File: src/rtl/posit_mac_seq_pkg.sv
// Shared types and width helpers for the posit MAC sequencer.
package posit_mac_seq_pkg;

   typedef enum logic [2:0] {
      S_IDLE = 3'd0,
      S_FEED = 3'd1,
      S_WAIT = 3'd2,
      S_OUT  = 3'd3,
      S_FIN  = 3'd4
   } state_e;

   localparam int K_DEF       = 9;
   localparam int TIMEOUT_DEF = 32;
   localparam int WK          = $clog2(K_DEF);
   localparam int TW          = $clog2(TIMEOUT_DEF + 1);

   function automatic int k_w(input int k);
      return (k > 1) ? $clog2(k) : 1;
   endfunction

   function automatic int tmo_w(input int t);
      return $clog2(t + 1);
   endfunction

endpackage

File: src/rtl/posit_mac_addr_gen.sv
// k/j counters and SRAM address generation; the per-output data base is
// accumulated by adding the stride, so no multiplier is needed.
module posit_mac_addr_gen
   import posit_mac_seq_pkg::*;
#(
   parameter int ADDR_W = 10,
   parameter int K      = 9,
   parameter int KW     = k_w(K)
) (
   input  logic              clk_i,
   input  logic              rstn,
   input  logic              load_i,
   input  logic [ADDR_W-1:0] w_base_i,
   input  logic [ADDR_W-1:0] d_base_i,
   input  logic [ADDR_W-1:0] d_stride_i,
   input  logic              k_step_i,
   input  logic              k_clr_i,
   input  logic              j_step_i,
   output logic              k_last_o,
   output logic [ADDR_W-1:0] j_o,
   output logic [ADDR_W-1:0] w_addr_o,
   output logic [ADDR_W-1:0] d_addr_o
);

   logic [KW-1:0]     k_q, k_d;
   logic [ADDR_W-1:0] j_q, j_d;
   logic [ADDR_W-1:0] w_base_q, w_base_d;
   logic [ADDR_W-1:0] d_cur_q, d_cur_d;
   logic [ADDR_W-1:0] stride_q, stride_d;

   always_comb begin
      k_d      = k_q;
      j_d      = j_q;
      w_base_d = w_base_q;
      d_cur_d  = d_cur_q;
      stride_d = stride_q;
      if (load_i) begin
         k_d      = '0;
         j_d      = '0;
         w_base_d = w_base_i;
         d_cur_d  = d_base_i;
         stride_d = d_stride_i;
      end else begin
         if (k_clr_i)       k_d = '0;
         else if (k_step_i) k_d = k_q + 1'b1;
         if (j_step_i) begin
            j_d     = j_q + 1'b1;
            d_cur_d = d_cur_q + stride_q;
         end
      end
   end

   always_ff @(posedge clk_i) begin
      if (!rstn) begin
         k_q      <= '0;
         j_q      <= '0;
         w_base_q <= '0;
         d_cur_q  <= '0;
         stride_q <= '0;
      end else begin
         k_q      <= k_d;
         j_q      <= j_d;
         w_base_q <= w_base_d;
         d_cur_q  <= d_cur_d;
         stride_q <= stride_d;
      end
   end

   assign k_last_o = (k_q == KW'(K - 1));
   assign j_o      = j_q;
   assign w_addr_o = w_base_q + ADDR_W'(k_q);
   assign d_addr_o = d_cur_q + ADDR_W'(k_q);

endmodule

File: src/rtl/posit_mac_seq.sv
// Sequencer feeding one posit MAC from weight/activation SRAMs, one output
// in flight at a time, results handed downstream over valid/ready.
//
//   state  | meaning
//   IDLE   | waiting for start_i
//   FEED   | issuing K SRAM reads for output j
//   WAIT   | waiting for MAC result, timeout down-counter running
//   OUT    | result presented until consumer handshake
//   FIN    | done_o pulse, back to IDLE
module posit_mac_seq
   import posit_mac_seq_pkg::*;
#(
   parameter int WIDTH   = 8,
   parameter int K       = 9,
   parameter int ADDR_W  = 10,
   parameter int TIMEOUT = 32
) (
   input  logic              clk_i,
   input  logic              rstn,
   input  logic              start_i,
   input  logic [ADDR_W-1:0] n_out_i,
   input  logic [ADDR_W-1:0] w_base_i,
   input  logic [ADDR_W-1:0] d_base_i,
   input  logic [ADDR_W-1:0] d_stride_i,
   output logic              busy_o,
   output logic              done_o,
   output logic              err_timeout_o,
   output logic              w_re_o,
   output logic [ADDR_W-1:0] w_addr_o,
   input  logic [WIDTH-1:0]  w_rdata_i,
   output logic              d_re_o,
   output logic [ADDR_W-1:0] d_addr_o,
   input  logic [WIDTH-1:0]  d_rdata_i,
   output logic              mac_vld_o,
   output logic [WIDTH-1:0]  mac_win_o,
   output logic [WIDTH-1:0]  mac_din_o,
   input  logic [WIDTH-1:0]  mac_acc_i,
   input  logic              mac_vld_i,
   output logic              res_vld_o,
   output logic [WIDTH-1:0]  res_data_o,
   output logic [ADDR_W-1:0] res_idx_o,
   input  logic              res_rdy_i
);

   localparam int TMW = tmo_w(TIMEOUT);

   state_e            state_q, state_d;
   logic [ADDR_W-1:0] n_out_q, n_out_d;
   logic [TMW-1:0]    tmo_q, tmo_d;
   logic              err_q, err_d;
   logic              mac_vld_q, mac_vld_d;
   logic [WIDTH-1:0]  res_data_q, res_data_d;
   logic [ADDR_W-1:0] res_idx_q, res_idx_d;

   logic              load, k_step, k_clr, j_step, k_last;
   logic [ADDR_W-1:0] j_cur, w_addr, d_addr;

   posit_mac_addr_gen #(
      .ADDR_W (ADDR_W),
      .K      (K)
   ) u_addr_gen (
      .clk_i      (clk_i),
      .rstn       (rstn),
      .load_i     (load),
      .w_base_i   (w_base_i),
      .d_base_i   (d_base_i),
      .d_stride_i (d_stride_i),
      .k_step_i   (k_step),
      .k_clr_i    (k_clr),
      .j_step_i   (j_step),
      .k_last_o   (k_last),
      .j_o        (j_cur),
      .w_addr_o   (w_addr),
      .d_addr_o   (d_addr)
   );

   always_comb begin
      state_d    = state_q;
      n_out_d    = n_out_q;
      tmo_d      = tmo_q;
      err_d      = err_q;
      res_data_d = res_data_q;
      res_idx_d  = res_idx_q;
      mac_vld_d  = (state_q == S_FEED);
      load       = 1'b0;
      k_step     = 1'b0;
      k_clr      = 1'b0;
      j_step     = 1'b0;
      case (state_q)
         S_IDLE: begin
            if (start_i) begin
               load    = 1'b1;
               n_out_d = n_out_i;
               err_d   = 1'b0;
               state_d = (n_out_i == '0) ? S_FIN : S_FEED;
            end
         end
         S_FEED: begin
            if (k_last) begin
               k_clr   = 1'b1;
               tmo_d   = TMW'(TIMEOUT);
               state_d = S_WAIT;
            end else begin
               k_step = 1'b1;
            end
         end
         // A result arriving on the terminal-count cycle still wins.
         S_WAIT: begin
            if (mac_vld_i) begin
               res_data_d = mac_acc_i;
               res_idx_d  = j_cur;
               state_d    = S_OUT;
            end else if (tmo_q == TMW'(1)) begin
               err_d   = 1'b1;
               state_d = S_FIN;
            end else begin
               tmo_d = tmo_q - 1'b1;
            end
         end
         S_OUT: begin
            if (res_rdy_i) begin
               if (j_cur + ADDR_W'(1) == n_out_q) begin
                  state_d = S_FIN;
               end else begin
                  j_step  = 1'b1;
                  state_d = S_FEED;
               end
            end
         end
         S_FIN:   state_d = S_IDLE;
         default: state_d = S_IDLE;
      endcase
   end

   always_ff @(posedge clk_i) begin
      if (!rstn) begin
         state_q    <= S_IDLE;
         n_out_q    <= '0;
         tmo_q      <= '0;
         err_q      <= 1'b0;
         mac_vld_q  <= 1'b0;
         res_data_q <= '0;
         res_idx_q  <= '0;
      end else begin
         state_q    <= state_d;
         n_out_q    <= n_out_d;
         tmo_q      <= tmo_d;
         err_q      <= err_d;
         mac_vld_q  <= mac_vld_d;
         res_data_q <= res_data_d;
         res_idx_q  <= res_idx_d;
      end
   end

   assign busy_o        = (state_q != S_IDLE);
   assign done_o        = (state_q == S_FIN);
   assign err_timeout_o = err_q;
   assign w_re_o        = (state_q == S_FEED);
   assign d_re_o        = (state_q == S_FEED);
   assign w_addr_o      = w_re_o ? w_addr : '0;
   assign d_addr_o      = d_re_o ? d_addr : '0;
   assign mac_vld_o     = mac_vld_q;
   assign mac_win_o     = mac_vld_q ? w_rdata_i : '0;
   assign mac_din_o     = mac_vld_q ? d_rdata_i : '0;
   assign res_vld_o     = (state_q == S_OUT);
   assign res_data_o    = res_data_q;
   assign res_idx_o     = res_idx_q;

endmodule

File: config.mk
export PLATFORM = sky130hd
export DESIGN_NAME = posit_mac_seq
export DESIGN_NICKNAME = d
export VERILOG_FILES = /design/src/rtl/posit_mac_seq_pkg.sv /design/src/rtl/posit_mac_addr_gen.sv /design/src/rtl/posit_mac_seq.sv
export SDC_FILE = /design/constraint.sdc
export NUM_CORES = 1
export LEC_CHECK = 0
export BUFFER_PORTS_ARGS = -buffer_cell sky130_fd_sc_hd__buf_2
export CORE_MARGIN = 8
export CORE_UTILIZATION = 55
export CTS_CLUSTER_SIZE = 24
export DETAILED_ROUTE_END_ITERATION = 16
export GPL_ROUTABILITY_DRIVEN = 0
export PLACE_DENSITY = 0.92
export SLEW_MARGIN = 0
export SYNTH_ARGS = -nofsm -noshare
export SYNTH_HDL_FRONTEND = slang
export SYNTH_SLANG_ARGS = --single-unit
File: constraint.sdc
create_clock -name clk_i -period 6.7 [get_ports clk_i]
set_input_delay 0.67 -clock clk_i [delete_from_list [all_inputs] [get_ports clk_i]]
set_output_delay 0.67 -clock clk_i [all_outputs]
set_load 0.01 [all_outputs]
==> results.ini, run 1 <==
[synthesis]
synth.distinct_cells=54
yosys.area.top_type=dfxtp_1
synth_cells=583
synth_warnings=0
ys.flop_type=dfxtp_1
netlist_area_um2=4740
syn_nets=677
synth_area_leaders=dfxtp_1 35%, nand2_1 9.3%, a21boi_0 7.8%, ha_1 5.8%, xnor2_1 4.8%
synth_most_common_cell=nand2_1
synth_seq_cells=83
synth-async-reset-ratio=0
synth_edf_count=0
synth_top_area_frac=0.350
ys_top_cells_by_count=117 x nand2_1, 83 x dfxtp_1, 49 x a21boi_0, 42 x nor2_1, 26 x xnor2_1
syn_area_per_cell_um2=8.14
ys_seq_area_frac=0.350

[sta]
skew_ns=0.0133
fin_tns_setup_ns=0
period_needed_ns=3.00
timing.fmax_mhz=333
finalCritPeriodShare=0.448
worst_pin_slew_ns=0.964
rsz0062_at_grt=no
setup_viol=0
hold_viol_final=0
max_slew_margin=0.358
final_max_slew_viol_count=0

[worst_setup_path]
rrSetupSlack_ns=3.70
r2r_cells=8
r2r_end=u_addr_gen.d_cur_q[3]
path_class=reg -> out
worstPathRequired_ns=6.03
worstPathArrival_ns=2.33
critPathLaunchType=flop
cp_max_fo=8
cp-end-kind=output pin
reg2reg_from=u_addr_gen.j_o[0]

[routing]
dr.pass1.iters=5
ant_nets=0
routedWlPerCell_um=16.0
vias=4575
via_per_inst=5.68
wl_um=12900
drc=0
dr.first_iter.drc_count=282

[die]
initial_core_util=0.555
fp-row-count=34
fp.dieW_um=109
fp.dieH_um=109
core_area_um2=8550
num_io_pins=130
die_area_um2=11900

[hold_path]
hold_start=res_data_o[2]
holdPathEnd=res_data_o[2]
holdCritPathClass=reg -> reg
whs_path_depth=2

[cts]
cts_tree=built
post_cts_resized=0
clock-sinks=83
clock_path_buffers=2
insertion_delay_ns=0.36
root_buffer=clkbuf_8
cts_setup_buffers=0
cts_buffers=9
postCtsHoldBufs=0
htree_levels=3
cts.reportedPaths.clkPinSlew_ns=0.09

[pwr]
power_mw=1.64
power_leakage_nw=2.43
power_per_cell_area_nw_per_um2=294
vdd_drop_max_mv=0.154

[cells_and_area]
diodes=0
syn_to_final_growth_pct=17.8
postLayoutCoreUtil=0.653
nNetsFinal=786
drive_above_1_share=0.224
num-fill-cells=706

[global_route]
grt-ovfl-total=0
grt_max_degree=67
grt_usage=0.218
grt_pass1_wl_um=21000
grt_pass1_vias=4579
grt_antenna_before_repair=1

[flow_run]
drv_cap=0

[placement]
dp_hpwl_um=9690
port-buffer-count=129

[status]
status=completed

[sequential cells by signal, indices dropped and copies added, names as in the netlist]
| register | cells |
|---|---|
| u_addr_gen.d_cur_q | 10 |
| n_out_q | 10 |
| mac_vld_o | 1 |
| u_addr_gen.j_o | 10 |
| state_q | 3 |
| u_addr_gen.w_base_q | 10 |
| tmo_q | 6 |
| err_timeout_o | 1 |
| u_addr_gen.k_q | 4 |
| res_idx_o | 10 |
| res_data_o | 8 |
| u_addr_gen.stride_q | 10 |
[metal layers]
layer,global-route usage,wire length [µm],up-vias
met1,0.252,5170,2072
met4,0.128,408,2
met2,0.353,5830,250
met3,0.0638,1440,40
met5,0,13,-
li1,-,-,2211
[worst max-delay path by stage]
stage	cells past startpoint	from	slack, ns	endpoint
floorplan	9	u_addr_gen.j_o[0]	4.31	u_addr_gen.d_cur_q[4]
global placement	8	u_addr_gen.j_o[0]	3.98	u_addr_gen.d_cur_q[3]
detailed placement	7	state_q[1]	3.79	tmo_q[5]
CTS	9	u_addr_gen.k_q[1]	3.70	d_addr_o[7]
global route	8	u_addr_gen.j_o[0]	3.47	u_addr_gen.d_cur_q[9]
finish	9	u_addr_gen.k_q[1]	3.70	w_addr_o[9]
[cells in the final DEF, fill, tap and decap left out, types with 4 or more instances in the layout]
| master | count |
|---|---|
| xor2_1 | 15 |
| mux2i_1 | 7 |
| nor3_1 | 15 |
| buf_2 | 129 |
| a21oi_1 | 22 |
| a211oi_1 | 12 |
| nand3_1 | 16 |
| nand2_1 | 117 |
| nor2b_1 | 9 |
| ha_1 | 22 |
| dfxtp_1 | 83 |
| and3_1 | 6 |
| inv_1 | 13 |
| o21ai_0 | 18 |
| o21a_1 | 4 |
| a21o_1 | 7 |
| xnor2_1 | 26 |
| clkbuf_8 | 10 |
| a21boi_0 | 49 |
| nor2_1 | 42 |
| and2_1 | 24 |
[area by class of cell]
type,instances,area (µm²),area share
Multi-Input combinational cell,454,2870,0.514
Sequential cell,83,1660,0.297
Timing Repair Buffer,131,661,0.118
Clock buffer,10,138,0.0246
Tap cell,108,135,0.0242
Clock inverter,6,71.3,0.0128
Inverter,13,48.8,0.00873
[metrics by stage]
stage | hold slack [ns] | setup WS, ns | instances | area (µm²)
finish | 0.467 | 3.70 | 805 | 5590
global placement | 0.450 | 3.98 | 789 | 5380
global route | 0.488 | 3.47 | 805 | 5590
floorplan | 0.447 | 4.31 | 583 | 4740
CTS | 0.470 | 3.70 | 805 | 5590
detailed placement | 0.458 | 3.79 | 789 | 5380
[logic make-up (layout without fill, tap and decap cells)]
family	count (synthesis)	count (layout)	share of synthesized area
DFF	83	83	0.350
AOI/OAI and AO/OA	135	135	0.205
muxes	7	7	0.0148
buffers and inverters	46	160	0.0443
xor gates and xnor gates	41	41	0.0757
adders and majority gates	25	25	0.0707
and+or+nand+nor	246	246	0.239
[power by group]
group / total [mW] / internal (mW) / leakage (nW) / switching [mW]
registers: 0.662 / 0.573 / 0.677 / 0.0890
clock network: 0.379 / 0.186 / 0.0995 / 0.194
logic: 0.602 / 0.240 / 1.65 / 0.362
[worst max-delay path: stages, from the launching register on]
cell,delay (ns)
dfxtp_1,0.53
ha_1,0.30
a21o_1,0.15
a21oi_1,0.19
nor2b_1,0.09
o21a_1,0.22
nand3_1,0.10
xor2_1,0.17
nor2_1,0.06
buf_2,0.17
Note: power is estimated with default switching activity, not from simulation.
==> run 2, diff against run 1 <==
--- a/config.mk
+++ b/config.mk
@@ -7,11 +7,11 @@
 export LEC_CHECK = 0
 export BUFFER_PORTS_ARGS = -buffer_cell sky130_fd_sc_hd__buf_2
 export CORE_MARGIN = 8
-export CORE_UTILIZATION = 55
+export CORE_UTILIZATION = 48
 export CTS_CLUSTER_SIZE = 24
 export DETAILED_ROUTE_END_ITERATION = 16
 export GPL_ROUTABILITY_DRIVEN = 0
-export PLACE_DENSITY = 0.92
+export PLACE_DENSITY = 0.86
 export SLEW_MARGIN = 0
 export SYNTH_ARGS = -nofsm -noshare
 export SYNTH_HDL_FRONTEND = slang
==> constraint.sdc (replaced) <==
create_clock -name clk_i -period 2.46 [get_ports clk_i]
set_input_delay 0.246 -clock clk_i [delete_from_list [all_inputs] [get_ports clk_i]]
set_output_delay 0.246 -clock clk_i [all_outputs]
set_load 0.01 [all_outputs]
==> run 2 against run 1 <==
Effect of this change:
- routed wire length up 2.1%
- hold slack worse by 0.35 ns
- core utilization down 4.2 points
- critical endpoint is now d_addr_o[7]
- largest cell class unchanged
- largest power group unchanged
==> results.ini, run 2 (synthesis gave the netlist of run 1 again) <==
[status]
status=completed

[cells_and_area]
nNetsFinal=811  ; +3.2%
diodes=0  ; unchanged
num-fill-cells=817  ; +16%
drive_above_1_share=0.287  ; +0.0629
final_common_cell=buf_2
syn_to_final_growth_pct=24.8
final_cell_mix=129 x buf_2, 117 x nand2_1, 75 x dfxtp_1

[die]
fp.dieW_um=115  ; +6.0%
core_area_um2=9680  ; +13%
initial_core_util=0.490  ; -0.0650
die_area_um2=13300  ; +12%
fp-row-count=36  ; +5.9%
fp.dieH_um=115  ; +6.0%
num_io_pins=130  ; unchanged

[cts]
cts_tree=built
cts.reportedPaths.clkPinSlew_ns=0.09  ; about the same
insertion_delay_ns=0.36  ; about the same
postCtsHoldBufs=0  ; unchanged
root_buffer=clkbuf_8
clock-sinks=83  ; unchanged
cts_buffers=9  ; unchanged
clock_path_buffers=2  ; unchanged
htree_levels=3  ; unchanged

[pwr]
power_mw=4.54  ; +180%
seq_power_share=0.397  ; -0.006
power_per_cell_area_nw_per_um2=768  ; +160%
clock_power_share=0.223  ; -0.008
power_leakage_nw=2.57  ; +5.8%
power_frac_comb=0.380  ; +0.014
p_sw_mw=1.78  ; +180%
swShare=0.391  ; -0.00112
power.internal_mw=2.77  ; +180%
vdd_drop_max_mv=0.413  ; +170%

[placement]
place_ws_ns=0.0113  ; -3.77 ns
dp_hpwl_um=9750  ; +0.68%
port-buffer-count=129  ; unchanged

[worst_setup_path]
cp-end-kind=output pin
critical_path.cell_chain=ha_1, a21o_1, a21oi_2, nor2b_1, o21a_2, nand3_2, xor2_1, nor2_1, buf_2
rrSetupSlack_ns=0.12  ; -3.58 ns
critPathLaunchType=flop
worstPathArrival_ns=2.12  ; -0.21 ns
path_class=reg -> out
worstPathRequired_ns=2.21  ; -3.82 ns
cp_slowest_cell=dfxtp_4
critPathMaxStageDelay_ns=0.39  ; -0.14 ns
cp_max_fo=7  ; -1
r2r_end=state_q[0]
reg2reg_from=u_addr_gen.j_o[0]
r2r_cells=9  ; +1

[sta]
rsz0062_at_grt=yes
period_needed_ns=2.37
whs_ns=0.122  ; -0.346 ns
timing.fmax_mhz=422
skew_ns=0.00946  ; -0.00387 ns
setup_viol=0  ; unchanged
setup_slack_ns=0.0910  ; -3.60 ns
final_max_slew_viol_count=0  ; unchanged
finalCritPeriodShare=0.963
worst_pin_slew_ns=0.715  ; -0.249 ns
hold_viol_final=0  ; unchanged
max_slew_margin=0.523  ; +0.166

[global_route]
grt_pass1_wl_um=20800  ; -1.2%
grt_antenna_before_repair=0  ; -1
grt_max_degree=36  ; -46%
grt-ovfl-total=0  ; unchanged
grt_usage=0.193  ; -0.0258
grt_pass1_vias=4489  ; -2.0%

[routing]
via_per_inst=5.31  ; -6.6%
wl_um=13100  ; +2.1%
dr.pass1.iters=5  ; unchanged
vias=4540  ; -0.77%
routedWlPerCell_um=15.3  ; -3.9%
drc=0  ; unchanged
dr.first_iter.drc_count=210  ; -26%
ant_nets=0  ; unchanged

[hold_path]
holdCritPathClass=in -> reg
whs_path_depth=3  ; +1
holdPathEnd=res_data_o[0]
hold_start=mac_acc_i[0]

[flow_run]
drv_cap=0  ; unchanged

## run 2: critical path, delay by kind of cell (launching register included)
kind	cells	cell delay [ns]
simple gates	3	0.23
fa+ha+maj	1	0.27
buf+inv	1	0.14
compound gates	3	0.55
xor+xnor	1	0.18
flops	1	0.39
## run 2: what timing repair did
action,in CTS,in global routing
pin swaps,0,13
gates resized for setup,5,27
setup endpoints to repair,9,21
setup buffers,0,8
## run 2: worst max-delay path by stage
stage / endpoint / cells past startpoint / slack [ns] / startpoint
6_report: d_addr_o[7] / 9 / 0.09 / u_addr_gen.k_q[1]
5_1_grt: w_addr_o[7] / 9 / -0.02 / u_addr_gen.k_q[1]
3_5_place_dp: state_q[0] / 9 / 0.01 / u_addr_gen.j_o[1]
4_1_cts: d_addr_o[7] / 9 / 0.004 / u_addr_gen.d_cur_q[1]
3_3_place_gp: u_addr_gen.d_cur_q[9] / 8 / 0.14 / u_addr_gen.d_cur_q[1]
2_1_floorplan: u_addr_gen.d_cur_q[4] / 9 / 0.07 / u_addr_gen.j_o[0]
## run 2: stage by stage
step	instances	utilization	area (µm²)	TNS, ns
3_3_place_gp	831	0.573	5550	0
6_report	855	0.611	5920	0
5_1_grt	855	0.611	5920	-0.0527
3_5_place_dp	831	0.573	5550	0
2_1_floorplan	583	-	4740	0
4_1_cts	847	0.595	5760	0
## run 2: cell type report
cell class | instances | area [µm²] | area share
Sequential cell | 83 | 1680 | 0.284
Timing Repair Buffer | 156 | 861 | 0.145
Clock inverter | 7 | 76.3 | 0.0129
Multi-Input combinational cell | 454 | 2960 | 0.501
Tap cell | 133 | 166 | 0.0281
Inverter | 13 | 48.8 | 0.00824
Clock buffer | 9 | 124 | 0.0209
## run 2: power groups by stage
stage               clock (mW)  sequential, mW  combinational, mW
floorplan                    0            1.75               1.21
global placement             0            1.80               1.61
detailed placement           0            1.81               1.66
CTS                       1.03            1.79               1.68
global route              1.09            1.83               1.93
finish                    1.01            1.80               1.72
## run 2: routing by layer
metal	vias up	part of all wire	track usage
met3	21	0.085	0.0552
met2	196	0.48	0.336
met1	2066	0.42	0.221
met5	-	0	0
li1	2257	-	-
met4	0	0.015	0.0630
==> run 3, diff against run 2 <==
--- a/config.mk
+++ b/config.mk
@@ -15,4 +15,5 @@
 export SLEW_MARGIN = 0
 export SYNTH_ARGS = -nofsm -noshare
 export SYNTH_HDL_FRONTEND = slang
+export SYNTH_HIERARCHICAL = 1
 export SYNTH_SLANG_ARGS = --single-unit
==> run 3 against run 2 <==
Effect of this change:
- the run now ends with negative setup slack left
- routed wire length increased by 1.9%
- sequential share of layout area decreased by 0.59 points
- synthesized cell count decreased by 2.9%
- clock power about the same
- highest routed layer unchanged
==> results.ini, run 3 <==
[sta]
timing.fmax_mhz=400  ; -5.3%
finalCritPeriodShare=1.02  ; +0.0535
worst_pin_slew_ns=0.695  ; -0.0201 ns
rsz0062_at_grt=yes
skew_ns=0.0134  ; +0.00390 ns
period_needed_ns=2.50  ; +0.131 ns
fin_tns_setup_ns=-0.0588  ; -0.0588 ns
hold_viol_final=0  ; unchanged
setup_slack_ns=-0.0405  ; -0.131 ns
final_max_slew_viol_count=0  ; unchanged
max_slew_margin=0.537  ; +0.0134
setup_viol=3  ; +3

[worst_setup_path]
r2r_cells=10  ; +1
cp_slowest_cell=o311a_1
cp_num_buf_inv=1  ; unchanged
critical_path.cell_chain=ha_4, and3_4, a21boi_2, o311a_1, a31oi_2, and2_4, nand4_1, buf_4, or3_4, a21oi_2
rrSetupSlack_ns=-0.04  ; -0.16 ns
worstPathArrival_ns=2.80  ; +0.68 ns
cpLargestDelayFamily=compound AO/OA/AOI/OAI gates
cp-end-kind=flop
reg2reg_from=u_addr_gen/j_o[0]
cp_max_fo=6  ; -1
critPathLaunchType=flop
r2r_end=u_addr_gen/j_o[5]
path_class=reg -> reg
worstPathRequired_ns=2.76  ; +0.55 ns
critPathMaxStageDelay_ns=0.39  ; about the same

[pwr]
power_mw=3.70  ; -19%
power_leakage_nw=2.78  ; +8.1%
vdd_drop_max_mv=0.417  ; +0.97%
power_per_cell_area_nw_per_um2=611  ; -20%

[placement]
dp.cells=826  ; -0.60%
dp_hpwl_um=9970  ; +2.2%
port-buffer-count=129  ; unchanged

[cts]
postCtsHoldBufs=0  ; unchanged
htree_levels=3  ; unchanged
cts_buffers=9  ; unchanged
insertion_delay_ns=0.37  ; about the same
clock-sinks=83  ; unchanged
cts.reportedPaths.clkPinSlew_ns=0.09  ; about the same
root_buffer=clkbuf_8
cts_tree=built
clock_path_buffers=2  ; unchanged

[synthesis]
synth_warnings=6  ; +6
synth_cells=566  ; -2.9%
synth_edf_count=0  ; unchanged
synth-async-reset-ratio=0  ; unchanged
ys_top_cells_by_count=83 x dfxtp_1, 81 x nand2_1, 48 x a21oi_1, 37 x and2_1
synth_most_common_cell=dfxtp_1
ys_seq_area_frac=0.348  ; -0.00202
ys.flop_type=dfxtp_1
syn_nets=661  ; -2.4%
netlist_area_um2=4770  ; +0.58%
synth_area_leaders=dfxtp_1 35%, nand2_1 6.4%, ha_1 6.0%, mux2i_1 5.2%, a21oi_1 5.0%
syn_area_per_cell_um2=8.43  ; +3.6%
synth_seq_cells=83  ; unchanged
yosys.area.top_type=dfxtp_1
synth.distinct_cells=56  ; +3.7%
synth_top_area_frac=0.348  ; -0.00202

[die]
die_area_um2=13400  ; +0.50%
fp.dieW_um=116  ; +0.25%
initial_core_util=0.490  ; +0.000561
fp.dieH_um=116  ; +0.25%
fp-row-count=36  ; unchanged
core_area_um2=9730  ; +0.47%
num_io_pins=130  ; unchanged

[routing]
vias=4589  ; +1.1%
routedWlPerCell_um=15.7  ; +2.4%
dr.pass1.iters=5  ; unchanged
dr.first_iter.drc_count=252  ; +20%
drc=0  ; unchanged
via_per_inst=5.39  ; +1.6%
ant_nets=0  ; unchanged
wl_um=13400  ; +1.9%

[flow_run]
drv_cap=0  ; unchanged

[status]
status=finished, violations left
violations=negative setup slack

[cells_and_area]
drive_above_1_share=0.306  ; +0.0197
num-fill-cells=832  ; +1.8%
nNetsFinal=808  ; -0.37%
syn_to_final_growth_pct=27.1
layoutNonFillerInstCount=851  ; -0.47%
diodes=0  ; unchanged
final_common_cell=buf_2
final_cell_mix=129 x buf_2, 81 x nand2_1, 73 x dfxtp_1

[global_route]
grt-ovfl-total=0  ; unchanged
grt_antenna_before_repair=0  ; unchanged
grt_pass1_vias=4551  ; +1.4%
grt_pass1_wl_um=21100  ; +1.4%
grt_max_degree=32  ; -11%
grt_usage=0.193  ; about the same

[hold_path]
holdCritPathClass=in -> reg
hold_start=mac_acc_i[6]
holdPathEnd=res_data_o[6]
whs_path_depth=3  ; unchanged

run 3: cell count changes in the layout (fill, tap and decap cells not counted), sizes merged, moves of 7 or more:
cell / change
nor2: -17
a211oi: -8
and2: +15
nand2: -34
nand3: -7
mux2i: +18
a21oi: +26
nor2b: +16
a21boi: -47
xor2: +8
nand4: +9
run 3: tightest hold or removal path: stages:
cell	delay [ns]
buf_2	0.09
nand2_1	0.04
a21oi_1	0.05
run 3: logic make-up (layout without fill, tap and decap cells):
group | Yosys count | after routing | synth area share
compound gates | 106 | 106 | 0.141
fa+ha+maj | 26 | 26 | 0.0729
buf+inv | 43 | 195 | 0.0396
xor+xnor | 47 | 47 | 0.0863
mux | 25 | 25 | 0.0524
flops | 83 | 83 | 0.348
simple gates | 236 | 236 | 0.260
run 3: area by class of cell:
| type | instances | area, µm² | share of cell area |
|---|---|---|---|
| clock inverters | 6 | 68.8 | 0.0113 |
| flip-flops and latches | 83 | 1680 | 0.278 |
| inverters | 18 | 70.1 | 0.0116 |
| well taps | 133 | 166 | 0.0274 |
| clock buffers | 10 | 138 | 0.0227 |
| multi-input cells | 440 | 3020 | 0.498 |
| repair buffers | 161 | 915 | 0.151 |
run 3: how the worst max path moves through the flow:
stage | end | depth (start not counted) | start | slack [ns]
floorplan | u_addr_gen/j_o[9] | 12 | u_addr_gen/j_o[5] | 0.0007
global placement | u_addr_gen/j_o[9] | 11 | u_addr_gen/j_o[0] | 0.05
detailed placement | u_addr_gen/d_cur_q[7] | 13 | u_addr_gen/j_o[0] | -0.05
CTS | d_addr_o[6] | 10 | u_addr_gen/k_q[0] | -0.02
global route | u_addr_gen/j_o[5] | 10 | u_addr_gen/j_o[0] | -0.12
finish | u_addr_gen/j_o[5] | 10 | u_addr_gen/j_o[0] | -0.04
run 3: routing by layer:
metal	wire (µm)	GRT usage	up-vias
met5	0	0	-
met4	358	0.0683	0
met3	1000	0.0396	36
met2	6410	0.336	190
met1	5600	0.229	2114
li1	-	-	2249
run 3: report_power, final:
| part | switching (mW) | total (mW) | internal, mW |
|---|---|---|---|
| sequential | 0.136 | 1.59 | 1.46 |
| clock | 0.525 | 1.03 | 0.506 |
| combinational | 0.599 | 1.08 | 0.482 |
| total | 1.26 | 3.70 | 2.44 |
run 3: repair_timing:
action / 4_1_cts / 5_1_grt
cloned: 0 / 0
pin swaps: 3 / 15
endpoints found under the setup margin: 16 / 24
setup buffers: 4 / 5
resized for setup: 9 / 27
endpoints found under the hold margin: 0 / 0
run 3: per-stage QoR:
stage | worst slack, ns | instance area [µm²] | hold WS, ns | utilization
after floorplan | 0.000654 | 4800 | 0.368 | -
after global placement | 0.0505 | 5670 | 0.438 | 0.583
after detailed placement | -0.0532 | 5670 | 0.446 | 0.583
after CTS | -0.0201 | 5930 | 0.102 | 0.610
after global routing | -0.125 | 6060 | 0.113 | 0.623
final | -0.0405 | 6060 | 0.106 | 0.623
